[src/rtl/multicycle_ctrl_if.sv]
// Control/status bundle between the multicycle controller and its datapath.
// The master modport is the controller side; the slave modport is the datapath side.
interface multicycle_ctrl_if;
  logic [5:0] op;
  logic       zero;
  logic       memwrite;
  logic       irwrite;
  logic       regwrite;
  logic       pcen;
  logic       iord;
  logic       memtoreg;
  logic       regdst;
  logic       alusrca;
  logic [1:0] alusrcb;
  logic [1:0] pcsrc;
  logic [1:0] aluop;
  logic [3:0] state;
  logic       instr_done;
  logic       illegal;

  modport master (
    input  op, zero,
    output memwrite, irwrite, regwrite, pcen, iord, memtoreg, regdst, alusrca,
    output alusrcb, pcsrc, aluop, state, instr_done, illegal
  );

  modport slave (
    output op, zero,
    input  memwrite, irwrite, regwrite, pcen, iord, memtoreg, regdst, alusrca,
    input  alusrcb, pcsrc, aluop, state, instr_done, illegal
  );
endinterface

[src/rtl/multicycle_ctrl.sv]
// Moore FSM controller for a MIPS-style multicycle datapath (lw/sw/R/beq/addi/j).
// Optional macro MULTICYCLE_BNE_EN adds bne (op 000101) through the BRANCH state.
module multicycle_ctrl (
  input  logic               clk,
  input  logic               reset,
  multicycle_ctrl_if.master  bus
);

  typedef enum logic [3:0] {
    StFetch   = 4'd0,
    StDecode  = 4'd1,
    StMemAdr  = 4'd2,
    StMemRd   = 4'd3,
    StMemWb   = 4'd4,
    StMemWr   = 4'd5,
    StExecute = 4'd6,
    StAluWb   = 4'd7,
    StBranch  = 4'd8,
    StAddiEx  = 4'd9,
    StAddiWb  = 4'd10,
    StJump    = 4'd11
  } state_e;

  localparam logic [5:0] OpLw   = 6'b100011;
  localparam logic [5:0] OpSw   = 6'b101011;
  localparam logic [5:0] OpR    = 6'b000000;
  localparam logic [5:0] OpBeq  = 6'b000100;
  localparam logic [5:0] OpAddi = 6'b001000;
  localparam logic [5:0] OpJ    = 6'b000010;
`ifdef MULTICYCLE_BNE_EN
  localparam logic [5:0] OpBne  = 6'b000101;
`endif

  state_e state_q, state_d;
  logic   op_valid;
  logic   pcwrite, branch, taken;
  logic   memwrite_raw, irwrite_raw, regwrite_raw, done_raw;

  always_comb begin
    op_valid = 1'b0;
    case (bus.op)
      OpLw, OpSw, OpR, OpBeq, OpAddi, OpJ: op_valid = 1'b1;
`ifdef MULTICYCLE_BNE_EN
      OpBne:                               op_valid = 1'b1;
`endif
      default:                             op_valid = 1'b0;
    endcase
  end

  always_ff @(posedge clk or negedge reset) begin
    if (!reset) begin
      state_q <= StFetch;
    end else begin
      state_q <= state_d;
    end
  end

`ifdef MULTICYCLE_BNE_EN
  // Captured in DECODE so BRANCH can invert the zero test for bne.
  logic bne_q;

  always_ff @(posedge clk or negedge reset) begin
    if (!reset) begin
      bne_q <= 1'b0;
    end else if (state_q == StDecode) begin
      bne_q <= (bus.op == OpBne);
    end
  end

  assign taken = bus.zero ^ bne_q;
`else
  assign taken = bus.zero;
`endif

  always_comb begin
    state_d = StFetch;
    case (state_q)
      StFetch:   state_d = StDecode;
      StDecode: begin
        case (bus.op)
          OpLw, OpSw: state_d = StMemAdr;
          OpR:        state_d = StExecute;
          OpBeq:      state_d = StBranch;
`ifdef MULTICYCLE_BNE_EN
          OpBne:      state_d = StBranch;
`endif
          OpAddi:     state_d = StAddiEx;
          OpJ:        state_d = StJump;
          default:    state_d = StFetch;
        endcase
      end
      StMemAdr:  state_d = (bus.op == OpSw) ? StMemWr : StMemRd;
      StMemRd:   state_d = StMemWb;
      StExecute: state_d = StAluWb;
      StAddiEx:  state_d = StAddiWb;
      default:   state_d = StFetch;
    endcase
  end

  always_comb begin
    memwrite_raw = 1'b0;
    irwrite_raw  = 1'b0;
    regwrite_raw = 1'b0;
    done_raw     = 1'b0;
    pcwrite      = 1'b0;
    branch       = 1'b0;
    bus.iord     = 1'b0;
    bus.memtoreg = 1'b0;
    bus.regdst   = 1'b0;
    bus.alusrca  = 1'b0;
    bus.alusrcb  = 2'b00;
    bus.pcsrc    = 2'b00;
    bus.aluop    = 2'b00;
    case (state_q)
      StFetch: begin
        bus.alusrcb = 2'b01;
        irwrite_raw = 1'b1;
        pcwrite     = 1'b1;
      end
      StDecode: bus.alusrcb = 2'b11;
      StMemAdr, StAddiEx: begin
        bus.alusrca = 1'b1;
        bus.alusrcb = 2'b10;
      end
      StMemRd: bus.iord = 1'b1;
      StMemWb: begin
        bus.memtoreg = 1'b1;
        regwrite_raw = 1'b1;
        done_raw     = 1'b1;
      end
      StMemWr: begin
        bus.iord     = 1'b1;
        memwrite_raw = 1'b1;
        done_raw     = 1'b1;
      end
      StExecute: begin
        bus.alusrca = 1'b1;
        bus.aluop   = 2'b10;
      end
      StAluWb: begin
        bus.regdst   = 1'b1;
        regwrite_raw = 1'b1;
        done_raw     = 1'b1;
      end
      StAddiWb: begin
        regwrite_raw = 1'b1;
        done_raw     = 1'b1;
      end
      StBranch: begin
        bus.alusrca = 1'b1;
        bus.aluop   = 2'b01;
        bus.pcsrc   = 2'b01;
        branch      = 1'b1;
        done_raw    = 1'b1;
      end
      StJump: begin
        bus.pcsrc = 2'b10;
        pcwrite   = 1'b1;
        done_raw  = 1'b1;
      end
      default: ;
    endcase
  end

  // Write enables and pulses are gated by reset so nothing fires while it is held low.
  assign bus.memwrite   = memwrite_raw & reset;
  assign bus.irwrite    = irwrite_raw & reset;
  assign bus.regwrite   = regwrite_raw & reset;
  assign bus.pcen       = (pcwrite | (branch & taken)) & reset;
  assign bus.instr_done = done_raw & reset;
  assign bus.illegal    = (state_q == StDecode) & ~op_valid & reset;
  assign bus.state      = state_q;

endmodule

[src/flat_wrapper.sv]
// flat-port wrapper written by rule: the top's interface ports become plain ports
module multicycle_ctrl_flat 
  (clk, reset, bus_op, bus_zero, bus_memwrite, bus_irwrite, bus_regwrite, bus_pcen, bus_iord, bus_memtoreg, bus_regdst, bus_alusrca, bus_alusrcb, bus_pcsrc, bus_aluop, bus_state, bus_instr_done, bus_illegal);
  multicycle_ctrl_if bus_i ();
  input  logic clk;
  input  logic reset;
  input wire logic [$bits(bus_i.op)-1:0] bus_op;
  input wire logic [$bits(bus_i.zero)-1:0] bus_zero;
  output wire logic [$bits(bus_i.memwrite)-1:0] bus_memwrite;
  output wire logic [$bits(bus_i.irwrite)-1:0] bus_irwrite;
  output wire logic [$bits(bus_i.regwrite)-1:0] bus_regwrite;
  output wire logic [$bits(bus_i.pcen)-1:0] bus_pcen;
  output wire logic [$bits(bus_i.iord)-1:0] bus_iord;
  output wire logic [$bits(bus_i.memtoreg)-1:0] bus_memtoreg;
  output wire logic [$bits(bus_i.regdst)-1:0] bus_regdst;
  output wire logic [$bits(bus_i.alusrca)-1:0] bus_alusrca;
  output wire logic [$bits(bus_i.alusrcb)-1:0] bus_alusrcb;
  output wire logic [$bits(bus_i.pcsrc)-1:0] bus_pcsrc;
  output wire logic [$bits(bus_i.aluop)-1:0] bus_aluop;
  output wire logic [$bits(bus_i.state)-1:0] bus_state;
  output wire logic [$bits(bus_i.instr_done)-1:0] bus_instr_done;
  output wire logic [$bits(bus_i.illegal)-1:0] bus_illegal;
  assign bus_i.op = bus_op;
  assign bus_i.zero = bus_zero;
  assign bus_memwrite = bus_i.memwrite;
  assign bus_irwrite = bus_i.irwrite;
  assign bus_regwrite = bus_i.regwrite;
  assign bus_pcen = bus_i.pcen;
  assign bus_iord = bus_i.iord;
  assign bus_memtoreg = bus_i.memtoreg;
  assign bus_regdst = bus_i.regdst;
  assign bus_alusrca = bus_i.alusrca;
  assign bus_alusrcb = bus_i.alusrcb;
  assign bus_pcsrc = bus_i.pcsrc;
  assign bus_aluop = bus_i.aluop;
  assign bus_state = bus_i.state;
  assign bus_instr_done = bus_i.instr_done;
  assign bus_illegal = bus_i.illegal;
  multicycle_ctrl u_core (.clk(clk), .reset(reset), .bus(bus_i));
endmodule
[config.mk]
export PLATFORM = sky130hd
export DESIGN_NAME = multicycle_ctrl_flat
export DESIGN_NICKNAME = d
export VERILOG_FILES = /design/src/rtl/multicycle_ctrl_if.sv /design/src/rtl/multicycle_ctrl.sv /design/src/flat_wrapper.sv
export SDC_FILE = /design/constraint.sdc
export NUM_CORES = 1
export LEC_CHECK = 0
export BUFFER_PORTS_ARGS = -buffer_cell sky130_fd_sc_hd__buf_2
export CORE_AREA = 3 3 40 42
export DETAILED_ROUTE_END_ITERATION = 16
export DIE_AREA = 0 0 43 45
export GPL_ROUTABILITY_DRIVEN = 0
export PLACE_DENSITY = 0.84
export SETUP_SLACK_MARGIN = 0.02
export SYNTH_ARGS = -nofsm -noshare
export SYNTH_HDL_FRONTEND = slang
export SYNTH_SLANG_ARGS = --single-unit
[constraint.sdc]
create_clock -name clk -period 2.8 [get_ports clk]
set_input_delay 0.56 -clock clk [delete_from_list [all_inputs] [get_ports clk]]
set_output_delay 0.56 -clock clk [all_outputs]
set_load 0.02 [all_outputs]
; Yosys cells after proc, flatten, opt, wreduce, memory -nomap -nowiden
; Cells that the tools add are included.
[word_totals]
wordCells = 54
out_inout_bits = 20
regBits = 4
input_bits = 9
[op_classes]
mux = 17
n_eq_ne = 16
reduce_logical = 10
bitwise_logic = 10
[ops]
columns = operator, count
row1 = $pmux 4 s6, 1
row2 = $pmux 4 s5, 1
row3 = $eq 4x3->1 const B, 4
row4 = $eq 4x4->1 const B, 4
row5 = $eq 6x6->1 const B, 2
row6 = $reduce_or 6->1, 2
row7 = $mux 1, 11
row8 = $and 1x1->1, 8
row9 = $eq 4x2->1 const B, 2
row10 = $pmux 2 s2, 2
row11 = $reduce_or 2->1, 4
row12 = $eq 6x2->1 const B, 1
row13 = $eq 6x3->1 const B, 1
row14 = $eq 6x4->1 const B, 1
row15 = $logic_not 6->1, 1
row16 = $pmux 2 s3, 1
row17 = $eq 4x1->1 const B, 1
row18 = $logic_not 4->1, 1
row19 = $reduce_or 4->1, 1
row20 = $mux 3, 1
row21 = $reduce_or 3->1, 1
row22 = $not 1->1, 1
row23 = $or 1x1->1, 1

; Logic depth before layout (Yosys ltp)
; Gate-level depths: netlist of the first run.
[logic_depth]
depth_word = 6
depth_mapped = 5
depth_no_buf = 3

; Worst setup path after synthesis of the first run
; Ideal clock, no wire load.
[synth_path]
kind = reg-to-output
start = reg u_core.state_q[0], in the netlist u_core.bus.state[0]
end = out bus_illegal
t_arrival_ns = 1.642
path_stages_with_launch = 5
slack_ns = 0.598
n_path_buf = 2
path_cell_list = dfrtp_1 buf_2 buf_4 nand2_1 nor4b_1
[synth_via]
elab_chain_len = 3
[synth_lines]
columns = element, line
row1 = start: declaration, multicycle_ctrl.sv:34  ; state_e state_q, state_d;
row2 = start signal: assignment, multicycle_ctrl.sv:52  ; state_q <= StFetch;
row3 = start signal: assignment, multicycle_ctrl.sv:54  ; state_q <= state_d;
row4 = $eq 4x1->1, multicycle_ctrl.sv:171  ; assign bus.illegal = (state_q == StDecode) & ~op_valid & reset;
row5 = $and 1x1->1 (2 in a row), multicycle_ctrl.sv:171
row6 = end: declaration, flat_wrapper.sv:22  ; output wire logic [$bits(bus_i.illegal)-1:0] bus_illegal;
; No other way between the ends.

; Worst setup path in the final report of the first run
[layout_path]
start = reg u_core.state_q[0], in the netlist u_core.bus.state[0]
end = out bus_instr_done
[layout_via]
elab_chain_len = 4
word_cells_on_any_way = 9
[layout_lines]
columns = element, line
row1 = $eq 4x3->1 / $eq 4x4->1 (equally long branches), multicycle_ctrl.sv:114  ; case (state_q)
row2 = $reduce_or 6->1 (no line) *, --
row3 = $mux 1 *, multicycle_ctrl.sv:114
row4 = $and 1x1->1 *, multicycle_ctrl.sv:170  ; assign bus.instr_done = done_raw & reset;
row5 = end: declaration, flat_wrapper.sv:21  ; output wire logic [$bits(bus_i.instr_done)-1:0] bus_instr_done;
; Mark *: on every way between the ends. The rest lies on a longest branch, timed or not.

==> impl_results.md, run 1 <==
- Max reg flops: 4
- Final hold viol count: 0
- CP startpoint kind: flip-flop
- Unrepaired setup endpoints after global routing: no
- CP cell instances: nor2b_1 > o22ai_1 > and2_1 > buf_2
- Post-synthesis compound-gate area fraction: 0.2058
- CTS H-tree lvls: 1
- Initial DRC count: 20
- Int Power: 0.2524 mW
- Largest family of logic cells by synthesized area: simple AND/OR/NAND/NOR gates
- Flops & latches, synth: 4
- PwrDens: 825.5 mW/mm²
- Psw: 0.2971 mW
- Ys Warns: 0
- Fin crit share: 0.7934
- Synth Area in Adders: 0
- Simple-gate share of the synthesized area: 0.4794
- Clock tree root buffer cell: clkbuf_4
- Hold_buf cts: 0
- Fraction of layout cells with a size suffix above 1: 0.3830
- Fin Clk Skew: approximately 1.1 ps
- Post-synthesis cell type count: 32
- Remaining global-route overflow: 0
- Crit-path max cell delay: 650 ps
- Number of setup buffers added after CTS: 0
- Post_cts resized: 0
- Crit path from: u_core.bus.state[0]$_DFF_PN0_
- Top cell type's share of synthesized area: 0.1937
- Worst EP arrival: 1660 ps
- Die ar.: 0.001935 mm²
- Max clock buf depth: 2
- Total negative slack: 0 ps
- ANT nets after route: 0
- CTS Sinks: 4
- Final WL: 1376 µm
- Post-Synthesis Cells: 69
- Minimum clock period: 2222 ps
- Reg-to-reg startpoint: u_core.bus.state[1]$_DFF_PN0_
- Final #Nets: 105
- Die W: approximately 43 µm
- Sw frac: 0.5407
- Synth Cell Area: 516.7 µm²
- Skew-Pair Late Insertion Delay: around 240 ps
- Initial core utilization: 0.4021
- Ports: 29
- Sequential cell area fraction in the yosys report: 0.1937
- Combinational power share: 0.605
- Crit path max-delay family: flip-flops
- I/O Buffers: 28
- Mux cell area share after synthesis: 0
- Initial antenna violation count: 0
- Syn Nets: 78
- Clock slew at reported path FFs: about 40 ps
- Rel. slew slack: 0.6513
- First-pass GRT wire length: 2228 µm
- Sequential cell fraction of total power: 0.264
- LEAKAGE: 0.3110 nW
- Vias per inst: around 5.7
- Vias: 620
- Min-Delay Path Class: input port to async pin
- WL per Instance: 12.62 µm
- Clock Power Share: 0.131
- F_max: 0.4501 GHz
- Worst IR Drop VDD: 0.2926 mV
- CP Buf/Inv Count: 1
- Final Max Slew Viols: 0
- Area delta synth->final: 28.81%
- CTS tree: done
- # diodes: 0
- Core area: 0.001285 mm²
- CTS Buf Count: 3
- Worst Path Required: 2240 ps
- TritonRoute pass-1 iters: 4
- Crit Path Max Fanout: 19
- CP Capture Type: output pin
- Crit path kind: flip-flop to output pin
- Hold_ws: 147.1 ps
- Total track usage: 0.1555
- Crit path max-delay cell type: dfrtp_1
- Fraction of synthesized cell area in xor and xnor cells: 0.05085
- Mean cell area of the mapped netlist: 7.489 µm²
- Post-route DRC: 0
- Final setup fails: 0
- Vias in the first global route: 512
- Largest cells by area after synthesis: dfrtp_1 19%, nor2_1 8.0%, nor3_1 6.8%, buf_2 4.8%, nor3b_1 4.4%
- Largest net degree at the start of global routing: 20
- Worst slew pin tran: ~520 ps
- Max Cap Viol: 0
- Post-synth top area cell: dfrtp_1
- Die Height: between 40 and 50 µm
- HPWL after detailed placement: 1030 µm
- Row count: 13
- Status: completed
## cell type report
cell class / instances / area, µm²
Fill cell: 134 / 619.3
Multi-Input combinational cell: 58 / 380.4
Timing Repair Buffer: 28 / 140.1
Sequential cell: 4 / 100.1
Clock buffer: 3 / 22.52
Tap cell: 15 / 18.77
Inverter: 1 / 3.754
## layer usage
layer	global-route usage	vias up	routed length, µm
li1	-	306	-
met1	0.1976	287	545
met2	0.2395	23	700
met3	0.01992	4	92
met4	0.1205	0	38
met5	0	-	0
## cells by family (layout without fill, tap and decap cells)
group / after synthesis / after routing
AOI/OAI and AO/OA: 13 / 13
xor gates and xnor gates: 3 / 3
buffers and inverters: 7 / 32
DFF: 4 / 4
and+or+nand+nor: 42 / 42
## Yosys cell counts
cell        n
nand2_1     4
nand3_1     2
and3_4      1
o211ai_1    2
buf_4       1
and3b_1     2
dfrtp_1     4
nor4_1      1
nor4_2      1
a221oi_1    1
a311oi_1    1
nor2_1     11
nand2b_1    3
a31oi_1     1
buf_2       5
a21o_1      1
nor3_1      7
o31ai_1     1
o31a_1      1
a211o_2     1
nor2b_1     3
o21ai_0     1
o22ai_1     1
xnor2_1     2
nor4b_2     1
nor4b_1     2
a2111oi_2   1
and2_1      1
o21a_1      1
inv_1       1
nor3b_1     3
xor2_1      1
## path summary, 6_finish.rpt
check	end	slack [ps]	cells past startpoint
max	bus_instr_done	580	4
min	u_core.bus.state[1]$_DFF_PN0_	150	1
max reg2reg	u_core.bus.state[1]$_DFF_PN0_	1410	3
min reg2reg	u_core.bus.state[2]$_DFF_PN0_	690	1
max in group asynchronous	u_core.bus.state[0]$_DFF_PN0_	2500	1
min in group clk	u_core.bus.state[2]$_DFF_PN0_	690	1
## cell usage in the layout, fill, tap and decap left out
cell	n
nand2_1	4
o21a_1	1
a211o_2	1
xor2_1	1
o22ai_1	1
nor4b_1	2
nand3_1	2
a311oi_1	1
o31a_1	1
nor2_1	11
a31oi_1	1
nor3_1	7
a21o_1	1
o211ai_1	2
a221oi_1	1
dfrtp_1	4
nor4b_2	1
o21ai_0	1
buf_2	28
and2_1	1
xnor2_1	2
a2111oi_2	1
and3_4	1
nor4_2	1
nand2b_1	3
nor3b_1	3
inv_1	1
o31ai_1	1
nor4_1	1
and3b_1	2
nor2b_1	3
clkbuf_4	3
## through the flow
| step | area (µm²) | util | worst slack [ps] | total power [mW] | std cells |
|---|---|---|---|---|---|
| 5_1_grt | 665.6 | 0.5180 | 415.6 | 0.6022 | 109 |
| 3_3_place_gp | 643.1 | 0.5005 | 810.4 | 0.4669 | 106 |
| 2_1_floorplan | 516.7 | - | 597.6 | 0.3911 | 69 |
| 3_5_place_dp | 643.1 | 0.5005 | 786.4 | 0.4774 | 106 |
| 6_report | 665.6 | 0.5180 | 578.4 | 0.5495 | 109 |
| 4_1_cts | 665.6 | 0.5180 | 570.6 | 0.5537 | 109 |
## power groups by stage
| stage | Combinational, mW | Sequential (mW) | Clock (mW) |
|---|---|---|---|
| CTS | 0.334 | 0.145 | 0.0749 |
| detailed placement | 0.331 | 0.146 | 0 |
| global placement | 0.323 | 0.144 | 0 |
| finish | 0.333 | 0.145 | 0.0718 |
| floorplan | 0.286 | 0.105 | 0 |
| global route | 0.366 | 0.156 | 0.0803 |
(Power assumes the default switching activity.)
==> run 2, diff against run 1 <==
CORE_AREA = 3 3 41 43   (was 3 3 40 42)
DIE_AREA = 0 0 44 46   (was 0 0 43 45)
PLACE_DENSITY = 0.83   (was 0.84)
clock period = 1.9 ns   (was 2.8 ns; I/O delays follow)
==> impl_results.md, run 2 (same netlist as run 1, synthesis figures left out) <==
- Int Power: 0.4219 mW (+67%)
- WL per Instance: 13.02 µm (+3.1%)
- F_max: 0.5536 GHz
- Fin util: 0.5478 (+0.02983)
- Combinational power share: 0.667 (+0.062)
- Hold-critical path depth: 4
- Vias per inst: 5.452 (-4.1%)
- CTS tree: done
- Skew-Pair Late Insertion Delay: 240 ps (about the same)
- PwrDens: 1203 mW/mm² (+46%)
- Most common cell after layout, fill and taps aside: buf_2
- Remaining global-route overflow: 0 (unchanged)
- HPWL after detailed placement: 1081 µm (+5.0%)
- Initial core utilization: 0.3874 (-0.01471)
- Worst Path Required: 1520 ps (-720 ps)
- Largest net degree at the start of global routing: 15 (-25%)
- Ports: 29 (unchanged)
- Crit path kind: flip-flop to output pin
- Psw: 0.4573 mW (+54%)
- Sw frac: 0.5202 (-0.02052)
- Core area: 0.001334 mm² (+3.8%)
- Initial antenna violation count: 0 (unchanged)
- CP Capture Type: output pin
- R2R depth: 4 (+1)
- Final Max Slew Viols: 0 (unchanged)
- Final Non-Filler Cells: 115 (+5.5%)
- Sequential cell fraction of total power: 0.206 (-0.058)
- Minimum clock period: approximately 1800 ps
- Worst slew pin tran: 339.3 ps (-183.8 ps)
- Die ar.: 0.002024 mm² (+4.6%)
- Clock tree root buffer cell: clkbuf_4
- Fin crit share: 0.9508
- ANT nets after route: 0 (unchanged)
- Hold_ws: 501.3 ps (+354.2 ps)
- CTS Buf Count: 3 (unchanged)
- Max clock buf depth: 2 (unchanged)
- Vias in the first global route: 580 (+13%)
- TritonRoute pass-1 iters: 4 (unchanged)
- Fraction of layout cells with a size suffix above 1: 0.4800 (+0.09702)
- Final Cell Area: 730.7 µm² (+9.8%)
- Commonest non-fill, non-tap cells in the layout: 28 x buf_2, 11 x nor2_1, 7 x nor3_1
- Final hold viol count: 0 (unchanged)
- Crit Path Max Fanout: 11 (-8)
- Worst EP arrival: 1430 ps (-230 ps)
- Min-Delay Path Class: input port to flip-flop
- Area delta synth->final: 41.40%
- CP startpoint kind: flip-flop
- Row count: 13 (unchanged)
- Die W: 44 µm (+2.3%)
- Final WL: 1497 µm (+8.8%)
- Post-route DRC: 0 (unchanged)
- Clock slew at reported path FFs: 40 ps (about the same)
- CTS H-tree lvls: 1 (unchanged)
- Power, Total: 0.8792 mW (+60%)
- Max reg flops: 4 (unchanged)
- Fin Clk Skew: 5.850 ps (+4.707 ps)
- Max Cap Viol: 0 (unchanged)
- First-pass GRT wire length: 2484 µm (+11%)
- Final #Nets: 111 (+5.7%)
- Die Height: 46 µm (+2.2%)
- Placed cell count: 109 (+2.8%)
- Clock Power Share: 0.128 (-0.003)
- CTS Sinks: 4 (unchanged)
- Rel. slew slack: 0.7706 (+0.1193)
- Worst IR Drop VDD: 0.4666 mV (+60%)
- LEAKAGE: 0.3414 nW (+9.8%)
- Status: completed
- Initial DRC count: 7 (-65%)
- Vias: 627 (+1.1%)
- Placed cell area: 671.9 µm² (+4.5%)
- Final setup fails: 0 (unchanged)
- I/O Buffers: 28 (unchanged)
- Total track usage: 0.1631 (+0.007614)
- # diodes: 0 (unchanged)
-- run 2: changes by cell type in the layout (fill, tap and decap cells not counted), sizes merged --
cell         previous run  this run
buf                    28        33
dlygate4sd3             0         1
-- run 2: per-layer routing --
layer	wire [µm]	track usage
met3	127	0.02372
met5	0	0
met2	696	0.2703
met1	636	0.1893
met4	36	0.1205
-- run 2: timing repair --
action,CTS,global route
gates resized for setup,3,3
buffers inserted,0,2
hold buffers,1,0
setup endpoints to repair,2,2
hold endpoints to repair,4,0
-- run 2: final timing paths --
| check | from | endpoint | slack [ps] |
|---|---|---|---|
| max in group asynchronous | reset | u_core.bus.state[1]$_DFF_PN0_ | 1140 |
| min reg2reg | u_core.bus.state[3]$_DFF_PN0_ | u_core.bus.state[2]$_DFF_PN0_ | 710 |
| max reg2reg | u_core.bus.state[2]$_DFF_PN0_ | u_core.bus.state[1]$_DFF_PN0_ | 480 |
| min | bus_op[0] | u_core.bus.state[0]$_DFF_PN0_ | 500 |
| min in group asynchronous | reset | u_core.bus.state[0]$_DFF_PN0_ | 570 |
| max | u_core.bus.state[1]$_DFF_PN0_ | bus_regwrite | 90 |
-- run 2: layout make-up --
class | count | area, µm²
Multi-Input combinational cell | 58 | 394.1
Sequential cell | 4 | 103.9
Fill cell | 154 | 603.1
Clock buffer | 3 | 22.52
Tap cell | 15 | 18.77
Timing Repair Buffer | 34 | 187.7
Inverter | 1 | 3.754
-- run 2: critical path, stage by stage, from the launching register on --
cell and delay, ps:
dfrtp_2 470, buf_4 190, nand2b_1 130, nor2_1 60
o21a_1 180, buf_2 150
-- run 2: power by group through the flow --
stage	clock network [mW]	registers, mW	logic, mW
3_5_place_dp	0	0.177	0.568
5_1_grt	0.120	0.190	0.644
2_1_floorplan	0	0.155	0.428
4_1_cts	0.115	0.179	0.575
3_3_place_gp	0	0.175	0.560
6_report	0.112	0.181	0.586
-- run 2: metrics by stage --
step           TNS [ps]  worst slack [ps]
3_5_place_dp          0             258.8
6_report              0             93.49
5_1_grt          -8.915            -8.915
3_3_place_gp          0             278.4
4_1_cts               0             64.22
2_1_floorplan         0             91.47
